`config.mk`:
```
export PLATFORM = sky130hd
export DESIGN_NAME = bsg_manycore_sdr_row_reset_seq
export DESIGN_NICKNAME = d
export VERILOG_FILES = /design/src/rtl/bsg_manycore_pkg.sv /design/src/rtl/bsg_manycore_sdr_reset_gap_counter.sv /design/src/rtl/bsg_manycore_sdr_row_reset_seq.sv
export SDC_FILE = /design/constraint.sdc
export NUM_CORES = 1
export LEC_CHECK = 0
export CORE_ASPECT_RATIO = 1.1
export CORE_MARGIN = 3
export CORE_UTILIZATION = 58
export DETAILED_ROUTE_END_ITERATION = 16
export GPL_ROUTABILITY_DRIVEN = 0
export GPL_TIMING_DRIVEN = 0
export PLACE_DENSITY = 0.86
export REMOVE_ABC_BUFFERS = 1
export SLEW_MARGIN = 20
export SYNTH_ARGS = -nofsm -noshare
export SYNTH_HDL_FRONTEND = slang
export SYNTH_SLANG_ARGS = --single-unit
export TNS_END_PERCENT = 100
```
`constraint.sdc`:
```
create_clock -name core_clk_i -period 3.7 [get_ports core_clk_i]
set_input_delay 0.74 -clock core_clk_i [delete_from_list [all_inputs] [get_ports core_clk_i]]
set_output_delay 0.74 -clock core_clk_i [all_outputs]
set_load 0.01 [all_outputs]
```
`src/rtl/bsg_manycore_pkg.sv`:
```
// Shared types for the SDR row reset sequencer: phase order and phase count.
// Combinational helpers only; no latency, no backpressure.
package bsg_manycore_pkg;

    localparam int sdr_num_phases_lp = 6;

    typedef enum logic [2:0] {
        IDLE     = 3'd0,
        ASSERT   = 3'd1,
        TOKEN_HI = 3'd2,
        TOKEN_LO = 3'd3,
        UP_REL   = 3'd4,
        DOWN_REL = 3'd5,
        DS_REL   = 3'd6
    } sdr_reset_state_e;

    // Phases are encoded 1..sdr_num_phases_lp in sequence order, so advancing is +1.
    function automatic sdr_reset_state_e sdr_next_phase(input sdr_reset_state_e s);
        if (s == IDLE || 3'(s) == 3'(sdr_num_phases_lp)) begin
            return IDLE;
        end
        return sdr_reset_state_e'(3'(s) + 3'd1);
    endfunction

endpackage

```
`src/rtl/bsg_manycore_sdr_reset_gap_counter.sv`:
```
// Per-phase hold counter: load G, count down while enabled, flag when zero.
// zero_o is combinational from the count register; no backpressure.
module bsg_manycore_sdr_reset_gap_counter #(
    parameter int gap_width_p = 8
) (
    input  logic                   core_clk_i,
    input  logic                   core_reset_n_i,
    input  logic                   load_i,
    input  logic [gap_width_p-1:0] load_val_i,
    input  logic                   en_i,
    output logic                   zero_o
);

    logic [gap_width_p-1:0] count_r;

    always_ff @(posedge core_clk_i or negedge core_reset_n_i) begin
        if (!core_reset_n_i) begin
            count_r <= '0;
        end else if (load_i) begin
            count_r <= load_val_i;
        end else if (en_i && (count_r != '0)) begin
            count_r <= count_r - gap_width_p'(1);
        end
    end

    assign zero_o = (count_r == '0);

endmodule

```
`src/rtl/bsg_manycore_sdr_row_reset_seq.sv`:
```
// SDR row link-reset bring-up sequencer; outputs registered, ASSERT visible 1 cycle after start.
// No backpressure: start is ignored while busy, abort wins over everything while busy.
module bsg_manycore_sdr_row_reset_seq
    import bsg_manycore_pkg::*;
#(
    parameter int num_channels_p = 16,
    parameter int gap_width_p    = 8
) (
    input  logic                      core_clk_i,
    input  logic                      core_reset_n_i,
    input  logic                      start_i,
    input  logic                      abort_i,
    input  logic [num_channels_p-1:0] channel_mask_i,
    input  logic [gap_width_p-1:0]    gap_cycles_i,
    output logic                      busy_o,
    output logic                      done_o,
    output logic [num_channels_p-1:0] async_uplink_reset_o,
    output logic [num_channels_p-1:0] async_downlink_reset_o,
    output logic [num_channels_p-1:0] async_downstream_reset_o,
    output logic [num_channels_p-1:0] async_token_reset_o
);

    sdr_reset_state_e state_r, state_n;

    logic [num_channels_p-1:0] mask_r;
    logic [gap_width_p-1:0]    gap_r;
    logic                      armed_r;

    logic                      in_seq;
    logic                      start_acc;
    logic                      abort_acc;
    logic                      gap_zero;
    logic                      phase_end;
    logic                      cnt_load;
    logic [gap_width_p-1:0]    cnt_load_val;
    logic [num_channels_p-1:0] mask_eff;

    logic busy_r, done_r;
    logic busy_n, done_n;

    assign in_seq    = (state_r != IDLE);
    assign start_acc = !in_seq && armed_r && start_i;
    assign abort_acc = in_seq && abort_i;
    assign phase_end = in_seq && gap_zero;

    // The mask must steer outputs on the accepting edge itself, before mask_r holds it.
    assign mask_eff = start_acc ? channel_mask_i : mask_r;

    // State register
    always_ff @(posedge core_clk_i or negedge core_reset_n_i) begin
        if (!core_reset_n_i) begin
            state_r <= IDLE;
        end else begin
            state_r <= state_n;
        end
    end

    // Next-state logic
    always_comb begin
        state_n = state_r;
        if (abort_acc) begin
            state_n = IDLE;
        end else if (start_acc) begin
            state_n = ASSERT;
        end else if (phase_end) begin
            state_n = sdr_next_phase(state_r);
        end
    end

    // Blocks acceptance on the first edge after reset release.
    always_ff @(posedge core_clk_i or negedge core_reset_n_i) begin
        if (!core_reset_n_i) begin
            armed_r <= 1'b0;
        end else begin
            armed_r <= 1'b1;
        end
    end

    always_ff @(posedge core_clk_i or negedge core_reset_n_i) begin
        if (!core_reset_n_i) begin
            mask_r <= '0;
            gap_r  <= '0;
        end else if (start_acc) begin
            mask_r <= channel_mask_i;
            gap_r  <= gap_cycles_i;
        end
    end

    assign cnt_load     = start_acc || abort_acc || phase_end;
    assign cnt_load_val = (state_n == IDLE) ? '0 :
                          (start_acc ? gap_cycles_i : gap_r);

    bsg_manycore_sdr_reset_gap_counter #(
        .gap_width_p(gap_width_p)
    ) gap_counter (
        .core_clk_i    (core_clk_i),
        .core_reset_n_i(core_reset_n_i),
        .load_i        (cnt_load),
        .load_val_i    (cnt_load_val),
        .en_i          (in_seq),
        .zero_o        (gap_zero)
    );

    // Output logic: status flags
    always_comb begin
        busy_n = (state_n != IDLE);
        done_n = phase_end && (state_r == DS_REL) && !abort_acc;
    end

    always_ff @(posedge core_clk_i or negedge core_reset_n_i) begin
        if (!core_reset_n_i) begin
            busy_r <= 1'b0;
            done_r <= 1'b0;
        end else begin
            busy_r <= busy_n;
            done_r <= done_n;
        end
    end

    assign busy_o = busy_r;
    assign done_o = done_r;

    // Output logic: per-channel resets. Each phase touches one signal; the rest hold.
    for (genvar i = 0; i < num_channels_p; i++) begin : g_ch
        logic up_r, down_r, ds_r, tok_r;
        logic up_n, down_n, ds_n, tok_n;

        always_comb begin
            up_n   = up_r;
            down_n = down_r;
            ds_n   = ds_r;
            tok_n  = tok_r;
            if (abort_acc || ((state_n != IDLE) && !mask_eff[i])) begin
                up_n   = 1'b1;
                down_n = 1'b1;
                ds_n   = 1'b1;
                tok_n  = 1'b0;
            end else if (mask_eff[i]) begin
                case (state_n)
                    ASSERT: begin
                        up_n   = 1'b1;
                        down_n = 1'b1;
                        ds_n   = 1'b1;
                        tok_n  = 1'b0;
                    end
                    TOKEN_HI: tok_n  = 1'b1;
                    TOKEN_LO: tok_n  = 1'b0;
                    UP_REL:   up_n   = 1'b0;
                    DOWN_REL: down_n = 1'b0;
                    DS_REL:   ds_n   = 1'b0;
                    default:  begin end
                endcase
            end
        end

        always_ff @(posedge core_clk_i or negedge core_reset_n_i) begin
            if (!core_reset_n_i) begin
                up_r   <= 1'b1;
                down_r <= 1'b1;
                ds_r   <= 1'b1;
                tok_r  <= 1'b0;
            end else begin
                up_r   <= up_n;
                down_r <= down_n;
                ds_r   <= ds_n;
                tok_r  <= tok_n;
            end
        end

        assign async_uplink_reset_o[i]     = up_r;
        assign async_downlink_reset_o[i]   = down_r;
        assign async_downstream_reset_o[i] = ds_r;
        assign async_token_reset_o[i]      = tok_r;
    end

endmodule

```
==> flow_summary_export.csv <==
group,metric,value,unit
job,drv_cap,0,
worst_setup_path,timing.rr.end,"g_ch[5].up_r",
final_layout,seq_area,0.00261,mm²
drt,route.top_layer_used,"met4",
drt,first_pass_iters,6,
yosys,synth_edf_count,0,
floorplan,die_h,108,µm
final_layout,n_antenna_cell,0,
final_layout,fin_nets,645,
place,dp_cells,707,
drt,wl_met1,5.44,mm
drt,viasPerCell,6.22,
drt,post-route-drc-count,0,
clock_network,cts_num_sinks,102,
worst_setup_path,worstPathMaxFanout,25,
final_layout,final_common_cell,"nand2_1",
place,port_buffers,93,
global_route,grt_start_max_net_pins,80,
global_route,grt_pass1_vias,4351,
timing,fin_setup_tns,0,ns
worst_setup_path,worstSetupPathType,"register to register",
yosys,synth-async-reset-ratio,100,%
min_path,holdCritPathClass,"primary input to asynchronous set/reset pin",
yosys,synthesis.area,0.00548,mm²
worst_setup_path,critPathArrivalTime,3.72,ns
power,ir_worst_vdd,0.000289,V
timing,maxSlewViolCount,0,
status,status,"finished, final reports clean",
worst_setup_path,end_kind,"register",
timing,clock-skew-final,0.0135,ns
yosys,yosysWarningCount,0,
clock_network,cts_made_buffers,9,
timing,hold_viol_final,0,
timing,fmax,293,MHz
clock_network,path_clk_slew,0.10,ns
place,hpwlAfterDp,9.24,mm
worst_setup_path,reg2reg_slack,0.29,ns
clock_network,cts_root_buf,"clkbuf_8",
yosys,synth_cell_types,60,
clock_network,ctsLongestPathBuffers,2,
yosys,synth.yosys.seq_area_share,47.7,%
drt,via_count,4548,
drt,dr_wl_met2,6.97,mm
final_layout,area_growth,14.7,%
worst_setup_path,start_kind,"register",
drt,ant_nets,0,
worst_setup_path,r2r_start,"state_r[0]",
power,power_density,599,mW/mm²
drt,drt_iter0_drc,528,
floorplan,die_x,98.7,µm
yosys,synth.avg_cell_area,9.29,µm²
clock_network,clock_latency,0.38,ns
final_layout,multiInputGateArea,0.00215,mm²
timing,fin_crit_sh,92.2,%
power,leakage,2.57,nW
final_layout,final_cell_mix,"nand2_1 (105), clkdlybuf4s50_1 (92), dfrtp_1 (54)",
global_route,grtUsageTotal,26.2,%
yosys,synthFlopType,"dfrtp_1",
worst_setup_path,crit_start,"state_r[0]",
timing,setup_viol,0,
clock_network,cts_tree,"yes",
clock_network,h-tree-depth,3,
final_layout,drive_gt1_share,16.5,%
floorplan,dieArea,0.0106,mm²
worst_setup_path,worst_r2r_path_depth,11,
drt,avgRoutedWirePerCell,19.4,µm
global_route,antenna_found_initial,0,
timing,slew_headroom,41.6,%
drt,totalWireLength,14.1,mm
final_layout,instances_no_fill,731,
floorplan,core.rowCount,36,
global_route,grt-ovfl-total,0,
global_route,grt_pass1_wl,22.1,mm
drt,met3_length,1.39,mm
worst_setup_path,cp.required,4.01,ns
timing,rsz0062_at_grt,"false",
floorplan,coreArea,0.00901,mm²
floorplan,ios,94,
yosys,synth-seq-cells,102,
yosys,syn_inst,590,
timing,post-route-min-period,3.41,ns
floorplan,initial_core_util,60.8,%
final_layout,fillerInstances,658,
timing,tightest_slew,0.875,ns
through the flow:
stage	hold slack, ns	util (%)	setup slack, ns	cell area [µm²]	power (mW)
6_report	0.195	69.8	0.289	6280	3.76
5_1_grt	0.202	69.8	0.120	6280	3.97
4_1_cts	0.207	69.1	0.0311	6220	3.71
3_5_place_dp	0.461	66.7	-1.04	6010	3.01
3_3_place_gp	0.460	65.6	-1.69	5910	2.86
2_1_floorplan	0.441	-	0.0734	4840	2.47
cell usage after synthesis (2+ instances only):
| master | instances | area [µm²] |
|---|---|---|
| nand2_1 | 105 | 394 |
| buf_4 | 68 | 510 |
| nor3_1 | 13 | 65.1 |
| xnor2_1 | 4 | 35.0 |
| nand3_1 | 14 | 70.1 |
| inv_2 | 2 | 7.51 |
| nor4_1 | 4 | 25.0 |
| o32a_1 | 13 | 130 |
| a21oi_1 | 49 | 245 |
| buf_2 | 11 | 55.1 |
| dfstp_2 | 48 | 1260 |
| a21oi_2 | 2 | 17.5 |
| ha_1 | 5 | 62.6 |
| nor4b_1 | 3 | 26.3 |
| and2_1 | 16 | 100 |
| inv_1 | 23 | 86.3 |
| o22ai_1 | 30 | 188 |
| nor4_4 | 3 | 63.8 |
| buf_6 | 2 | 22.5 |
| nor2_1 | 32 | 120 |
| a2111oi_0 | 2 | 17.5 |
| a31oi_1 | 2 | 12.5 |
| a211oi_1 | 5 | 37.5 |
| nand3b_1 | 2 | 15.0 |
| o31ai_1 | 4 | 30.0 |
| or3_1 | 12 | 75.1 |
| clkbuf_1 | 13 | 48.8 |
| o21ai_0 | 18 | 90.1 |
| dfrtp_1 | 54 | 1350 |
flip-flops by register name, indices dropped and copies added (netlist names):
name and flops:
mask_r 16, g_ch.down_r 16, gap_counter.count_r 8, g_ch.ds_r 16
busy_o 1, gap_r 8, g_ch.tok_r 16, done_o 1
armed_r 1, state_r 3, g_ch.up_r 16
power by group:
group / switching (mW) / internal (mW)
logic: 1.12 / 0.532
registers: 0.115 / 1.31
clock network: 0.412 / 0.271
worst max-delay path, cell delays in order (launching register included):
cell	delay [ns]
dfrtp_1	0.41
inv_1	0.14
ha_1	0.35
and4b_4	0.56
a211oi_1	0.16
o32ai_4	0.47
inv_4	0.23
nor4_4	0.33
buf_4	0.19
buf_6	0.15
a21oi_1	0.06
o32a_1	0.31
how the worst max path moves through the flow:
stage | slack, ns | end
final | 0.29 | g_ch[5].up_r
after global routing | 0.12 | g_ch[9].up_r
after CTS | 0.03 | g_ch[7].tok_r
after detailed placement | -1.04 | g_ch[1].up_r
after global placement | -1.69 | g_ch[15].tok_r
after floorplan | 0.07 | g_ch[0].up_r
cells by family after synthesis:
| family | after synthesis | share of synthesized area (%) |
|---|---|---|
| other cells | 1 | 0.0684 |
| xor+xnor | 4 | 0.639 |
| flops | 102 | 47.7 |
| compound gates | 140 | 17.0 |
| buf+inv | 120 | 13.4 |
| fa+ha+maj | 5 | 1.14 |
| simple gates | 218 | 20.1 |
routing by layer:
layer	vias to the layer above	GRT usage, %
li1	2028	-
met1	2205	33.8
met2	276	43.9
met3	39	5.61
met4	0	9.66
met5	-	0
cell type report:
| class | count | area share [%] |
|---|---|---|
| Sequential cell | 102 | 41.6 |
| Multi-Input combinational cell | 368 | 34.3 |
| Timing Repair Buffer | 106 | 17.4 |
| Tap cell | 114 | 2.27 |
| Clock buffer | 11 | 2.25 |
| Inverter | 25 | 1.53 |
| Clock inverter | 5 | 0.677 |
timing repair:
| item | CTS | global route |
|---|---|---|
| pin swaps | 1 | 3 |
| setup buffers | 3 | 5 |
| hold buffers | 0 | 0 |
| endpoints found under the setup margin | 73 | 36 |
| resized for setup | 4 | 3 |
(Power assumes the default switching activity.)
